--- src/rtl/iob_fifo_burst_ctrl_pkg.sv ---
// Shared definitions for the FIFO burst read scheduler.
package iob_fifo_burst_ctrl_pkg;

    localparam int STATE_W = 2;

    typedef enum logic [STATE_W-1:0] {
        ST_IDLE  = 2'd0,
        ST_ISSUE = 2'd1,
        ST_DRAIN = 2'd2
    } state_t;

    // Skid buffer occupancy ceiling; also the read-outstanding limit.
    localparam int SKID_DEPTH = 2;

endpackage

--- src/rtl/iob_fifo_burst_ctrl_skid_buf2.sv ---
// Two-entry valid/ready output buffer. Entry 0 is always the head and drives
// the outputs, so a stalled beat stays stable until it is popped.
module iob_fifo_burst_ctrl_skid_buf2 #(
    parameter int W = 34
) (
    input  logic         clk_i,
    input  logic         rst_i,
    input  logic         push_i,
    input  logic [W-1:0] push_data_i,
    input  logic         pop_i,
    output logic         valid_o,
    output logic [W-1:0] data_o,
    output logic [1:0]   occ_o
);

    logic [W-1:0] ent0_q;
    logic [W-1:0] ent1_q;
    logic [1:0]   occ_q;
    logic         pop;

    assign pop     = pop_i & (occ_q != 2'd0);
    assign valid_o = (occ_q != 2'd0);
    assign data_o  = ent0_q;
    assign occ_o   = occ_q;

    // Entry storage and occupancy; the issue gate upstream prevents overflow.
    always_ff @(posedge clk_i) begin
        if (rst_i) begin
            ent0_q <= '0;
            ent1_q <= '0;
            occ_q  <= 2'd0;
        end else begin
            case ({push_i, pop})
                2'b10: begin
                    if (occ_q == 2'd0) ent0_q <= push_data_i;
                    else               ent1_q <= push_data_i;
                    occ_q <= occ_q + 2'd1;
                end
                2'b01: begin
                    ent0_q <= ent1_q;
                    occ_q  <= occ_q - 2'd1;
                end
                2'b11: begin
                    if (occ_q == 2'd1) begin
                        ent0_q <= push_data_i;
                    end else begin
                        ent0_q <= ent1_q;
                        ent1_q <= push_data_i;
                    end
                end
                default: ;
            endcase
        end
    end

endmodule

--- src/rtl/iob_fifo_burst_ctrl.sv ---
// Read-side burst scheduler for a synchronous FIFO with 1-cycle read latency.
// Optional partial-burst flush on idle timeout: define IOB_FIFO_BURST_TIMEOUT_EN.
//
// state    | meaning
// ST_IDLE  | waiting for a full burst (or a timeout flush) with en_i high
// ST_ISSUE | issuing FIFO reads, at most two words outstanding
// ST_DRAIN | all reads issued, waiting for the last beat to be accepted
module iob_fifo_burst_ctrl
    import iob_fifo_burst_ctrl_pkg::*;
#(
    parameter int DATA_W    = 32,
    parameter int ADDR_W    = 4,
    parameter int BURST_LEN = 8,
    parameter int TIMEOUT_W = 8
) (
    input  logic                 clk_i,
    input  logic                 rst_i,
    input  logic                 en_i,
    input  logic [TIMEOUT_W-1:0] timeout_cfg_i,
    input  logic [ADDR_W:0]      fifo_level_i,
    input  logic                 fifo_r_empty_i,
    output logic                 fifo_r_en_o,
    input  logic [DATA_W-1:0]    fifo_r_data_i,
    output logic                 m_valid_o,
    input  logic                 m_ready_i,
    output logic [DATA_W-1:0]    m_data_o,
    output logic                 m_first_o,
    output logic                 m_last_o,
    output logic [ADDR_W:0]      m_len_o,
    output logic                 busy_o
);

    localparam int LVL_W = ADDR_W + 1;
    localparam logic [LVL_W-1:0] BURST_LEN_L = LVL_W'(BURST_LEN);

    state_t             state_q;
    logic [LVL_W-1:0]   issue_cnt_q;
    logic [LVL_W-1:0]   push_cnt_q;
    logic [LVL_W-1:0]   m_len_q;
    logic               busy_q;
    logic               rd_pend_q;

    logic               rd_en;
    logic               buf_pop;
    logic [1:0]         buf_occ;
    logic [2:0]         room_use;
    logic               push_first;
    logic               push_last;
    logic [DATA_W+1:0]  buf_dout;
    logic               buf_valid;
    logic               start_go;
    logic [LVL_W-1:0]   start_len;

    assign buf_pop = buf_valid & m_ready_i;

    // Words that will sit in the buffer after this cycle's pop, plus the read
    // whose data lands next edge; counting the pop keeps 1 beat/cycle.
    assign room_use = {1'b0, buf_occ} + {2'b00, rd_pend_q} - {2'b00, buf_pop};
    assign rd_en    = (state_q == ST_ISSUE) & (issue_cnt_q != '0) & ~fifo_r_empty_i
                    & (room_use < 3'(SKID_DEPTH));

    assign push_first = (push_cnt_q == '0);
    assign push_last  = (push_cnt_q == m_len_q - LVL_W'(1));

`ifdef IOB_FIFO_BURST_TIMEOUT_EN
    logic [TIMEOUT_W-1:0] to_cnt_q;
    logic                 partial_wait;

    assign partial_wait = en_i & (fifo_level_i != '0) & (fifo_level_i < BURST_LEN_L);

    // Idle timer for partial flush; full bursts win over a flush in the same cycle.
    always_comb begin
        start_go  = 1'b0;
        start_len = BURST_LEN_L;
        if (state_q == ST_IDLE) begin
            if (en_i && fifo_level_i >= BURST_LEN_L) begin
                start_go = 1'b1;
            end else if (partial_wait && timeout_cfg_i != '0 && to_cnt_q == timeout_cfg_i) begin
                start_go  = 1'b1;
                start_len = fifo_level_i;
            end
        end
    end

    // Counts idle cycles spent holding a sub-burst amount of data.
    always_ff @(posedge clk_i) begin
        if (rst_i) begin
            to_cnt_q <= '0;
        end else if (state_q == ST_IDLE && partial_wait && !start_go) begin
            to_cnt_q <= to_cnt_q + TIMEOUT_W'(1);
        end else begin
            to_cnt_q <= '0;
        end
    end
`else
    logic unused_timeout_cfg;
    assign unused_timeout_cfg = ^timeout_cfg_i;

    // Only full bursts start; partial data waits in the FIFO.
    always_comb begin
        start_go  = 1'b0;
        start_len = BURST_LEN_L;
        if (state_q == ST_IDLE && en_i && fifo_level_i >= BURST_LEN_L) begin
            start_go = 1'b1;
        end
    end
`endif

    // Burst sequencing FSM with registered length/busy and read tracking.
    always_ff @(posedge clk_i) begin
        if (rst_i) begin
            state_q     <= ST_IDLE;
            issue_cnt_q <= '0;
            push_cnt_q  <= '0;
            m_len_q     <= '0;
            busy_q      <= 1'b0;
            rd_pend_q   <= 1'b0;
        end else begin
            rd_pend_q <= rd_en;
            if (rd_pend_q) push_cnt_q <= push_cnt_q + LVL_W'(1);
            case (state_q)
                ST_IDLE: begin
                    if (start_go) begin
                        m_len_q     <= start_len;
                        issue_cnt_q <= start_len;
                        push_cnt_q  <= '0;
                        busy_q      <= 1'b1;
                        state_q     <= ST_ISSUE;
                    end
                end
                ST_ISSUE: begin
                    if (rd_en) begin
                        issue_cnt_q <= issue_cnt_q - LVL_W'(1);
                        if (issue_cnt_q == LVL_W'(1)) state_q <= ST_DRAIN;
                    end
                end
                ST_DRAIN: begin
                    if (buf_pop && m_last_o) begin
                        busy_q  <= 1'b0;
                        state_q <= ST_IDLE;
                    end
                end
                default: state_q <= ST_IDLE;
            endcase
        end
    end

    iob_fifo_burst_ctrl_skid_buf2 #(
        .W (DATA_W + 2)
    ) u_skid (
        .clk_i       (clk_i),
        .rst_i       (rst_i),
        .push_i      (rd_pend_q),
        .push_data_i ({push_first, push_last, fifo_r_data_i}),
        .pop_i       (buf_pop),
        .valid_o     (buf_valid),
        .data_o      (buf_dout),
        .occ_o       (buf_occ)
    );

    assign fifo_r_en_o = rd_en;
    assign m_valid_o   = buf_valid;
    assign m_data_o    = buf_dout[DATA_W-1:0];
    assign m_first_o   = buf_valid & buf_dout[DATA_W+1];
    assign m_last_o    = buf_valid & buf_dout[DATA_W];
    assign m_len_o     = m_len_q;
    assign busy_o      = busy_q;

endmodule

--- config.mk ---
export PLATFORM = sky130hd
export DESIGN_NAME = iob_fifo_burst_ctrl
export DESIGN_NICKNAME = d
export VERILOG_FILES = /design/src/rtl/iob_fifo_burst_ctrl_pkg.sv /design/src/rtl/iob_fifo_burst_ctrl_skid_buf2.sv /design/src/rtl/iob_fifo_burst_ctrl.sv
export SDC_FILE = /design/constraint.sdc
export NUM_CORES = 1
export LEC_CHECK = 0
export ABC_AREA = 1
export BUFFER_PORTS_ARGS = -buffer_cell sky130_fd_sc_hd__buf_2
export CORE_ASPECT_RATIO = 1.75
export CORE_MARGIN = 2
export CORE_UTILIZATION = 55
export CTS_BUF_LIST = sky130_fd_sc_hd__clkbuf_8
export CTS_CLUSTER_DIAMETER = 100
export CTS_CLUSTER_SIZE = 30
export DETAILED_ROUTE_END_ITERATION = 10
export GPL_TIMING_DRIVEN = 0
export PLACE_DENSITY = 0.81
export SLEW_MARGIN = 20
export SYNTH_ARGS = -nofsm -noshare
export SYNTH_HDL_FRONTEND = slang
export SYNTH_SLANG_ARGS = --single-unit
export TNS_END_PERCENT = 100
--- constraint.sdc ---
create_clock -name clk_i -period 3.4 [get_ports clk_i]
set_input_delay 0.17 -clock clk_i [delete_from_list [all_inputs] [get_ports clk_i]]
set_output_delay 0.17 -clock clk_i [all_outputs]
set_load 0.02 [all_outputs]
# == After elaboration in Yosys (flattened, before gate mapping) ==
# Index checks and enable logic that the tools add are counted.
# totals
register_bits,85
latch_bits,0
ram_bits,0
rom_bits,0
in_bits,50
output_inout_bits,42
wordCells,82
n_memories,0
# classes
addsub,7
multipliers,0
div,0
order_cmp,2
n_eq_ne,15
shifts,0
muxes,22
bitwise_logic,8
reduce_logical,19
# ops
op,n
2-to-1 mux 34 bit,4
one-hot mux 34 bit (3 select lines),1
one-hot mux 34 bit (2 select lines),1
2-to-1 mux 5 bit,5
"inequality test 2 bit, second input constant",5
one-hot mux 5 bit (2 select lines),1
nonzero test 2 bit,5
AND reduction 3 bit,3
2-to-1 mux 2 bit,4
bitwise AND 1 bit,7
"== test 2 x 1 -> 1 bit, second input constant",3
"== test 2 bit, second input constant",3
one-hot mux 2 bit (3 select lines),1
"adder 5 x 1 -> 5 bit, second input constant",1
"== test 5 x 1 -> 1 bit, second input constant",1
== test 5 bit,1
"greater-or-equal comparator 5 x 4 -> 1 bit, second input constant",1
zero test 5 bit,1
nonzero test 5 bit,1
"subtractor 4 x 1 -> 5 bit, second input constant",1
"subtractor 5 x 1 -> 5 bit, second input constant",1
zero test 2 bit,2
"inequality test 2 x 1 -> 1 bit, second input constant",2
one-hot mux 2 bit (2 select lines),1
12 further kinds,17

# == Depth between registers and ports, before layout ==
# logic_depth
word_depth,7
mapped_depth,16
mapped_depth_nobuf,16

# == By module ==
# A second synthesis with hierarchy kept.
# unflattened
cells_unflattened,638
hier_area_um2,4541.9
# modules_own_cells
module,instances,cells_per_inst,area_per_inst_um2,seq_area_each_um2
iob_fifo_burst_ctrl_skid_buf2,1,517,3624.7,1401.3
iob_fifo_burst_ctrl,1,121,917.1,300.3

# == Worst setup path after synthesis ==
# Ideal clock, no wire load.
# synth_timing
path_kind,flip-flop to flip-flop
from,register u_skid.occ_q[1] (netlist: u_skid.occ_o[1])
to,register state_q[1]
setup_ps,71
arrival_time_ps,2682
required_time_ps,3329
setup_slack_ps,648
stages_incl_launch_ff,15
n_path_buf,0
period_less_slack_ps,2752
path_cell_list,dfxtp_1 inv_1 ha_1 inv_2 nand2_2 inv_1 ha_1 or2_2 fa_1 nand2_1 nor2_1 nand2_1 nor2_1 nand3_1 a21oi_1
# synth_via
elab_chain_cells,7
elab_cells_between_ends,11
cone_classes,add/sub (2); order compare (1); eq/ne (2); bitwise (3); reduce/logical (3)
# synth_lines
item,line,text
"start, declared",iob_fifo_burst_ctrl_skid_buf2.sv:18,logic [1:0] occ_q;
"start signal, assigned",iob_fifo_burst_ctrl_skid_buf2.sv:37,occ_q <= occ_q + 2'd1;
"start signal, assigned",iob_fifo_burst_ctrl_skid_buf2.sv:41,occ_q <= occ_q - 2'd1;
nonzero test 2 bit,iob_fifo_burst_ctrl_skid_buf2.sv:22,assign valid_o = (occ_q != 2'd0);
via m_valid_o,iob_fifo_burst_ctrl.sv:24,"output logic m_valid_o,"
bitwise AND 1 bit,iob_fifo_burst_ctrl.sv:54,assign buf_pop = buf_valid & m_ready_i;
subtractor 3 x 1 -> 3 bit,iob_fifo_burst_ctrl.sv:58,"assign room_use = {1'b0, buf_occ} + {2'b00, rd_pend_q} - {2'b00, buf_pop};"
less-than comparator 3 x 2 -> 1 bit,iob_fifo_burst_ctrl.sv:60,& (room_use < 3'(SKID_DEPTH));
bitwise AND 1 bit,iob_fifo_burst_ctrl.sv:60,
via fifo_r_en_o,iob_fifo_burst_ctrl.sv:22,"output logic fifo_r_en_o,"
inequality test 2 bit (no line),--,
AND reduction 4 bit (no line),--,
"end signal, assigned",iob_fifo_burst_ctrl.sv:112,state_q <= ST_IDLE;
"end signal, assigned",iob_fifo_burst_ctrl.sv:128,state_q <= ST_ISSUE;
"end signal, assigned",iob_fifo_burst_ctrl.sv:134,if (issue_cnt_q == LVL_W'(1)) state_q <= ST_DRAIN;
"end, declared",iob_fifo_burst_ctrl.sv:36,state_t state_q;
# The timed path passes the listed nets, and every way through them passes these cells.
# A chain may end at the register's enable or synchronous reset.

# == Worst setup path after layout ==
# layout_timing
from,register u_skid.occ_q[1] (netlist: u_skid.occ_o[1])
to,output fifo_r_en_o
# layout_via
elab_chain_cells,5
elab_cells_between_ends,6
cone_classes,add/sub (2); order compare (1); bitwise (2); reduce/logical (1)
# layout_lines
item,line
"parallel branches: the longest is 2 deep, another holds adder 2 x 1 -> 3 bit",--
subtractor 3 x 1 -> 3 bit *,iob_fifo_burst_ctrl.sv:58
less-than comparator 3 x 2 -> 1 bit *,iob_fifo_burst_ctrl.sv:60
bitwise AND 1 bit *,iob_fifo_burst_ctrl.sv:60
"end, declared",iob_fifo_burst_ctrl.sv:22
# Mark *: on every way between the ends.

==> flow_summary.yaml <==
status:
  outcome: "complete, no violations"
yosys:
  ys_async_sr_fraction_pct: 0
  ys_types: 30
  synth.avg_cell_area_um2: 7.23
  synth_top_cells_by_count: "nand3_1 (94), dfxtp_1 (85), nor2_1 (72)"
  synth_seq_area_share_pct: 40.2
  synth_area_leaders: "dfxtp_1 (40%), nand3_1 (11%), o21ai_0 (6.6%)"
  synth-edff-count: 0
  synth_area_um2: 4240
  ys_seq_elements: 85
  synth.most_common_cell: "nand3_1"
  synthCells: 586
  netlist.area_leader.share_pct: 40.2
  yosysTopAreaCell: "dfxtp_1"
  synthFlopType: "dfxtp_1"
  yosys_warnings: 0
worst_setup_path:
  critPathMaxFanout: 5
  crit_chain: "inv_1 -> ha_2 -> inv_2 -> nand2_2 -> inv_1 -> ha_1 -> or2_2 -> fa_1 -> nand2_1 -> nor2_1 -> nand2_1 -> nor2_1 -> buf_2"
  worstReg2RegEnd: "issue_cnt_q[4]"
  critPathTopFamily: "adder cells"
  cp.required_ns: 3.23
  rrSetupSlack_ns: 0.49
  cp-start-kind: "register"
  cpPeakStageDelay_ns: 0.49
  cp_slowest_cell: "fa_1"
  r2r_cells: 14
  timing.critical_path.buf_inv: 4
  end_kind: "output port"
  crit_start: "u_skid.occ_o[1]"
  critical_path_class: "reg -> out"
  reg2reg_from: "u_skid.occ_o[1]"
  arrival_ns: 2.98
drt:
  routed_wl_um: 9910
  avgViaCountPerCell: 5.14
  via_count: 3943
  drt_pass1_iterations: 7
  drt_iter0_drc: 244
  antenna_left: 0
  wire_per_inst_um: 12.9
  drc: 0
timing:
  finalClockSkew_ns: 0.0103
  hold_viol: 0
  max_freq_mhz: 317
  slew_viol_final: 0
  worstMarginPinSlew_ns: 0.505
  max-slew-margin-rel_pct: 66.3
  worst_slack_ns: 0.246
  setup_viol: 0
  fin_setup_tns_ns: 0
  rsz0062_at_grt: "no"
  period_share_pct: 92.8
  final.min_clock_period_ns: 3.15
cts:
  clk_pin_slew_ns: 0.08
  cts_sinks: 85
  cts_hold_buf: 0
  post_cts_buffers: 0
  root_buffer: "clkbuf_8"
  clockBufferDepth: 2
  clk-insertion-delay-late_ns: 0.36
  numCtsBuffers: 9
  htreeDepth: 3
  cts_tree: "yes"
place:
  gp_congestion: 0.837
  preCtsSetupSlack_ns: 0.454
  hpwlAfterDp_um: 7420
  dp_cells: 753
  port_buffers: 76
floorplanning:
  die_x_um: 70.3
  rows: 42
  die_y_um: 120
  io_pins: 92
  initial_core_util_pct: 56.4
  die_area_um2: 8450
  core_um2: 7510
global_routing:
  grt_pass1_vias: 3901
  track_usage_pct: 24.2
  antenna_found_initial: 0
  grt_max_degree: 13
  overflow: 0
  grt_pass1_wl_um: 16400
power_and_ir_drop:
  p_seq_share_pct: 34.5
  p_sw_mw: 1.51
  leakagePower_nw: 2.67
  ir_worst_vdd_mv: 0.425
  power_density_nw_per_um2: 791
  finalPower_mw: 3.89
  p_clk_share_pct: 17.4
  p_int_mw: 2.38
  p_sw_share_pct: 38.8
  combPwrFrac_pct: 48.1
final_layout:
  fin_cells: 767
  drive_gt1_share_pct: 25.8
  fillers: 687
  antenna_cells: 0
  nets: 738
  area_growth_pct: 16.2
hold_path:
  hold_depth: 3
  hold_class: "in -> reg"
  min_to: "u_skid.ent1_q[23]"
  worstHoldStart: "fifo_r_data_i[23]"
flow_run:
  cap_violations: 0
## layer usage
metal	part of all wire [%]	global-route usage (%)	wire length, µm	vias up
met3	4.1	4.87	403	27
met4	2.7	12.3	269	0
met2	56	45.8	5520	113
met1	38	24.3	3720	1805
met5	0	0	0	-
li1	-	-	-	1998
## cells by family (layout without fill, tap and decap cells)
logic type	after synthesis	in the layout	share of synthesized area [%]
other cells	1	4	0.0885
compound gates	90	90	11.6
xor+xnor	6	6	1.24
fa+ha+maj	12	12	3.72
simple gates	253	253	27.2
flops	85	85	40.2
buf+inv	139	229	16.0
## registers in the layout (all words and copies together) (netlist names)
| signal | flops |
|---|---|
| rd_pend_q | 1 |
| u_skid.data_o | 34 |
| issue_cnt_q | 5 |
| m_len_o | 1 |
| state_q | 2 |
| busy_o | 1 |
| push_cnt_q | 5 |
| u_skid.occ_o | 2 |
| u_skid.ent1_q | 34 |
## power groups by stage
| stage | registers [mW] | logic (mW) | clock network [mW] |
|---|---|---|---|
| floorplan | 1.33 | 1.43 | 0 |
| global placement | 1.36 | 1.81 | 0 |
| detailed placement | 1.37 | 1.86 | 0 |
| CTS | 1.35 | 1.87 | 0.696 |
| global route | 1.37 | 2.07 | 0.730 |
| finish | 1.34 | 1.87 | 0.677 |
## area by class of cell
type	count	area [µm²]	area share [%]
Multi-Input combinational cell	365	1870	38.0
Sequential cell	85	1700	34.6
Buffer	65	399	8.11
Timing Repair Buffer	76	380	7.73
Inverter	74	278	5.65
Clock buffer	10	138	2.80
Tap cell	88	110	2.24
Clock inverter	4	42.5	0.865
## how the worst max path moves through the flow
stage	to	slack, ns	cells past startpoint
final	fifo_r_en_o	0.25	13
after detailed placement	issue_cnt_q[4]	0.45	14
after global placement	issue_cnt_q[2]	0.61	14
after global routing	fifo_r_en_o	0.04	13
after floorplan	state_q[1]	0.65	14
after CTS	fifo_r_en_o	0.19	13
## timing repair
action                                  CTS  global route
endpoints found under the setup margin    0             1
resized for setup                         0             1
endpoints found under the hold margin     0             0
## metrics by stage
step	hold WS, ns	cell area [µm²]	util [%]
4_1_cts	0.0496	4920	65.4
6_report	0.0594	4920	65.5
3_5_place_dp	0.425	4740	63.0
3_3_place_gp	0.414	4740	63.0
5_1_grt	0.0573	4920	65.5
2_1_floorplan	0.305	4250	-
## worst min-delay path: cells and delay by family
family | cells | cell delay (ns)
buf+inv | 1 | 0.09
simple gates | 2 | 0.13
## cell usage in the layout (no fill, tap or decap), drive strengths merged
cell type    n
a211oi       1
a21oi       21
buf        126
bufinv       1
clkbuf      25
clkinv       2
conb         4
dfxtp       85
fa           1
ha          11
inv         75
nand2       57
nand3       94
nand4        1
nor2        72
nor3         2
o21ai       57
o21bai       9
o22ai        2
or2         27
xnor2        2
xor2         4
No activity file was read; power rests on OpenSTA's default activity.
